$ cat src/rtl/jk_mode_register.sv
// Multi-mode WIDTH-bit register: per-bit JK, up/down counter (wrap or saturate) and shift-left.
// Master-slave timing: all updates land on the falling clk edge; clr is asynchronous.
module jk_mode_register #(
   parameter int unsigned      WIDTH     = 8,
   parameter logic [WIDTH-1:0] RESET_VAL = '0,
   parameter bit               SATURATE  = 1'b0
) (
   input  logic             clk,
   input  logic             clr,
   input  logic             en,
   input  logic             load,
   input  logic [1:0]       mode,
   input  logic [WIDTH-1:0] j,
   input  logic [WIDTH-1:0] k,
   input  logic [WIDTH-1:0] d,
   input  logic             sin,
   output logic [WIDTH-1:0] q,
   output logic [WIDTH-1:0] q_bar,
   output logic             tc,
   output logic             co
);

   typedef enum logic [1:0] {
      MODE_JK   = 2'b00,
      MODE_UP   = 2'b01,
      MODE_DOWN = 2'b10,
      MODE_SHL  = 2'b11
   } mode_e;

   localparam logic [WIDTH-1:0] ALL_ONES = '1;
   localparam logic [WIDTH-1:0] ZERO     = '0;
   localparam logic [WIDTH-1:0] ONE      = WIDTH'(1);

   logic [WIDTH-1:0] q_p0;
   logic             co_p0;
   logic [WIDTH-1:0] q_nxt;
   logic             co_nxt;
   logic             at_max;
   logic             at_min;

   // JK characteristic equation, applied to every bit independently.
   function automatic logic [WIDTH-1:0] jk_update(
      input logic [WIDTH-1:0] cur,
      input logic [WIDTH-1:0] jv,
      input logic [WIDTH-1:0] kv
   );
      return (jv & ~cur) | (~kv & cur);
   endfunction

   // At the top of the range the counter either wraps to zero or sticks.
   function automatic logic [WIDTH-1:0] count_up(
      input logic [WIDTH-1:0] cur,
      input logic             top
   );
      if (top)
         return SATURATE ? ALL_ONES : ZERO;
      return cur + ONE;
   endfunction

   function automatic logic [WIDTH-1:0] count_down(
      input logic [WIDTH-1:0] cur,
      input logic             bottom
   );
      if (bottom)
         return SATURATE ? ZERO : ALL_ONES;
      return cur - ONE;
   endfunction

   assign at_max = (q_p0 == ALL_ONES);
   assign at_min = (q_p0 == ZERO);

   always_comb begin
      q_nxt  = q_p0;
      co_nxt = 1'b0;
      if (load) begin
         q_nxt = d;
      end else if (en) begin
         case (mode_e'(mode))
            MODE_JK: begin
               q_nxt = jk_update(q_p0, j, k);
            end
            MODE_UP: begin
               q_nxt  = count_up(q_p0, at_max);
               co_nxt = at_max;
            end
            MODE_DOWN: begin
               q_nxt  = count_down(q_p0, at_min);
               co_nxt = at_min;
            end
            MODE_SHL: begin
               q_nxt  = {q_p0[WIDTH-2:0], sin};
               co_nxt = q_p0[WIDTH-1];
            end
            default: begin
               q_nxt  = q_p0;
               co_nxt = 1'b0;
            end
         endcase
      end
   end

   // Stage p0: the only state; captured on the falling edge, cleared asynchronously.
   always_ff @(negedge clk or posedge clr) begin
      if (clr) begin
         q_p0  <= RESET_VAL;
         co_p0 <= 1'b0;
      end else begin
         q_p0  <= q_nxt;
         co_p0 <= co_nxt;
      end
   end

   assign q     = q_p0;
   assign q_bar = ~q_p0;
   assign co    = co_p0;
   assign tc    = ((mode_e'(mode) == MODE_UP) && at_max) ||
                  ((mode_e'(mode) == MODE_DOWN) && at_min);

endmodule

$ cat config.mk
export PLATFORM = sky130hd
export DESIGN_NAME = jk_mode_register
export DESIGN_NICKNAME = d
export VERILOG_FILES = /design/src/rtl/jk_mode_register.sv
export SDC_FILE = /design/constraint.sdc
export NUM_CORES = 1
export LEC_CHECK = 0
export ABC_AREA = 1
export CELL_PAD_IN_SITES_DETAIL_PLACEMENT = 0
export CELL_PAD_IN_SITES_GLOBAL_PLACEMENT = 1
export CORE_MARGIN = 2
export CORE_UTILIZATION = 31
export CTS_CLUSTER_SIZE = 24
export DETAILED_ROUTE_END_ITERATION = 10
export PLACE_DENSITY_LB_ADDON = 0.1
export SKIP_LAST_GASP = 1
export SYNTH_ARGS = -nofsm -noshare
export SYNTH_HDL_FRONTEND = slang
export SYNTH_SLANG_ARGS = --single-unit
$ cat constraint.sdc
create_clock -name clk -period 2.8 [get_ports clk]
set_input_delay 0.84 -clock clk [delete_from_list [all_inputs] [get_ports clk]]
set_output_delay 0.84 -clock clk [all_outputs]
set_load 0.01 [all_outputs]
==> Yosys cells after proc, flatten, opt, wreduce, memory -nomap -nowiden <==
Cells that the tools add are included.
{ "word_totals": {"reg_bits": 9, "in_bits": 31, "output_inout_bits": 18, "word_cells": 37} }
{ "op_classes": {"add_sub_neg": 2, "n_eq_ne": 4, "mux": 18, "bitwise_logic": 5, "n_reduce_logical": 6} }
{ "ops": {"columns": ["cell", "n"], "rows": [
  ["2-to-1 mux 8 bit", 6],
  ["one-hot mux 8 bit (4 select lines)", 1],
  ["bitwise AND 8 bit", 2],
  ["inverter 8 bit", 2],
  ["2-to-1 mux 1 bit", 10],
  ["adder 8 x 1 -> 8 bit (second input constant)", 1],
  ["== test 8 bit (second input constant)", 1],
  ["zero test 8 bit", 1],
  ["OR 8 bit", 1],
  ["subtractor 8 x 1 -> 8 bit (second input constant)", 1],
  ["== test 2 bit (second input constant)", 2],
  ["one-hot mux 1 bit (3 select lines)", 1],
  ["== test 2 x 1 -> 1 bit (second input constant)", 1],
  ["logical AND 1 bit", 2],
  ["zero test 2 bit", 1],
  ["nonzero test 2 bit", 1],
  ["logical OR 1 bit", 1]
]} }

==> Longest topological paths before layout <==
{ "logic_depth": {"word_depth": 9, "mapped_depth": 10, "depth_no_buf": 10} }

==> metrics <==
Core ar. 3690 um2; final hold violations 0; Int Pwr 636 uW; outcome finished with violations; final wirelength 6510 um; Yosys top cell by area dfrtn_1; P_sw 428 uW; startpoint types flip-flop; share of total power in the clock network approximately 16%; Setup Crit Path Kind reg -> out; Initial Utilization around a third; fin nets 372; Die H 66.1 um; Ports 49; simple-gate share of the synthesized area between 40% and 50%; Yosys top cell area share about a fifth; Worst slew margin 82.9%; Worst-Skew Late Latency 0.26 ns; via count 1987; final worst slack -0.872 ns; register area share after synthesis between 10% and 20%; sw frac between 40% and 50%; syn avg cell area 6.13 um2; post-detailed-route count of antenna-violating nets 0; Total GRT Usage 29.0%; wire per inst 16.9 um; CTS Buf Count 3; Worst Path Arrival 2.83 ns; largest net degree at the start of global routing 12; worst clock skew 0.00400 ns; die area 4370 um2; Port Buf Inserts 48; placed inst area 2120 um2; top_reg_cell synth dfrtn_1; final slew viol count 0; fillcell total 268; main area contributors after synthesis dfrtn_1 (19%), nand2_1 (17%), nand3_1 (9.6%); failing checks negative setup slack; vias in the first global route 2058; Worst R2R Start q[0]; DRC 0; Worst Hold Launch q[5]; Synth Register Bits 9; number of max-cap violations 0; Critical-path top delay cell dfrtn_1; Initial DRT Pass Iterations 4; Reg2Reg Setup Slack 0.88 ns; row count 22; Clock transition at path regs about 0.040 ns; CP cell instances ha_2 -> nand2_2 -> nor2_4 -> nand3_2 -> nand2_2 -> buf_6; post-synth net total 229; power per cell area approximately 380 nW/um2; synth unique cells 32; top-count cell post-synth nand2_1; Post-Layout Cell Count 385; post-synthesis xor/xnor area fraction 0%; Finish-stage setup viols 27; top cells by count, synth nand2_1 (53), nor2_1 (26), nand3_1 (23), o21ai_0 (11), inv_1 (10); worst-path maximum fanout 3; initial drt markers 177; Congestion Overflow GR 0; Synth async-reset ratio 100%; Buf+Inv Stages, Crit Path 1; CTS tree done; CP delay by family, top flip-flops; DP HPWL 4100 um; post-route cell area 2830 um2; Worst path max stage delay 0.47 ns; multiplexer share of the synthesized area 0%; initial antenna violation count 0; Max IR drop VDD 220 uV; synthesized area roughly 1200 um2; Placer Congestion 0.955; Worst Path Required between 1.5 and 2 ns; largest family of logic cells by synthesized area simple AND/OR/NAND/NOR gates; share of layout cells above drive strength 1 52.5%; leakage ~1.4 nW; Comb pwr share 68.5%; R2R Path End q[2]; via/cell ratio ~5.2; number of flops mapped to enable cells by yosys 0; sequential share of power 15.9%; Post-Synth Adder-Cell Area under 10%; type of the tightest min-delay check reg -> reg; Fin Setup TNS -12.11 ns; die width 66.1 um; clock sink total 9; placed cells 331; WHS Endpoint q[5]; Antenna diodes 0; Syn. warnings 0; Hold Crit Depth 3; unrepaired setup endpoints after global routing yes; Compound-Gate Fraction of Synth Area 18.2%; Gate Count Post-Synth 195; most frequent CP cell nand2_2; Max Buffers Root-to-Sink 2; first-pass GRT wire length approximately 9500 um; FF-to-FF path depth 10; H-tree depth 1; Root Driver clkbuf_8; area grow syn2layout 137%; Slew @ Worst Pin 0.255 ns; crit path capture type primary output
## power by group through the flow
stage,clock (mW),sequential [mW],combinational [mW]
2_1_floorplan,0,0.181,0.229
3_3_place_gp,0,0.174,0.491
3_5_place_dp,0,0.176,0.494
4_1_cts,0.168,0.163,0.656
5_1_grt,0.179,0.170,0.767
6_report,0.166,0.169,0.728
## cell families (layout without fill, tap and decap cells)
| group | Yosys count | after routing |
|---|---|---|
| adders and majority gates | 3 | 3 |
| DFF | 9 | 9 |
| buffers and inverters | 27 | 168 |
| and+or+nand+nor | 121 | 122 |
| AOI/OAI and AO/OA | 35 | 35 |
## worst max path at each step
stage	from	depth (start not counted)	to	slack [ns]
after floorplan	q[1]	5	tc	-0.61
after global placement	q[0]	6	tc	-0.95
after detailed placement	q[1]	7	tc	-1.00
after CTS	q[1]	6	tc	-0.78
after global routing	q[0]	6	tc	-0.92
final	q[0]	6	tc	-0.87
## area by class of cell
| type | count | area, um2 | area share (%) |
|---|---|---|---|
| tap | 48 | 60.1 | 2.12 |
| sequential | 9 | 225 | 7.96 |
| multi-input combinational | 160 | 1000 | 35.4 |
| timing repair buffer | 143 | 1370 | 48.3 |
| inverter | 21 | 130 | 4.60 |
| clock buffer | 4 | 45.0 | 1.59 |
## state kept, by name (all words and copies together), names as in the netlist
name and count:
q 8, co 1
## stage by stage
step	setup WS [ns]	total power, mW	hold slack (ns)	util [%]
after floorplan	-0.609	0.410	0.598	-
after global placement	-0.947	0.664	0.666	57.5
after detailed placement	-1.00	0.670	0.679	57.5
after CTS	-0.784	0.987	0.596	71.9
after global routing	-0.923	1.12	0.669	76.7
final	-0.872	1.06	0.634	76.7
## tightest hold or removal path: stages, from the launching register on
cell     delay, ns
dfrtn_1       0.46
buf_6         0.13
nor2_4        0.03
a21oi_2       0.09
## per-layer routing
layer  routed length [um]  global-route usage, %  up-vias
met5                    0                      0        -
met4                  367                   17.6        0
met3                  450                   4.26       37
met2                 3330                   51.1      110
met1                 2360                   32.6      910
li1                     -                      -      930
## layout by cell type (no fill, tap or decap), types with 3 or more instances in the layout
master,count
nand2_2,7
nand2_1,48
nand3_1,16
dfrtn_1,9
dlygate4sd2_1,3
a21oi_1,3
buf_4,57
nor2_4,11
o211ai_1,5
o21ai_1,4
nand3_2,7
clkbuf_8,3
inv_1,6
nand4_1,5
clkdlybuf4s50_1,24
o21ai_0,7
buf_6,54
clkinv_4,3
a21oi_2,5
o22ai_1,3
nor2_1,20
inv_2,7
## what timing repair did
item,CTS,global route
setup buffers,39,19
gates resized for setup,154,33
hold buffers,0,0
pin swaps,29,16
gates cloned,1,0
setup endpoints to repair,27,27
endpoints found under the hold margin,0,0
Power figures use the tool's default switching activity.
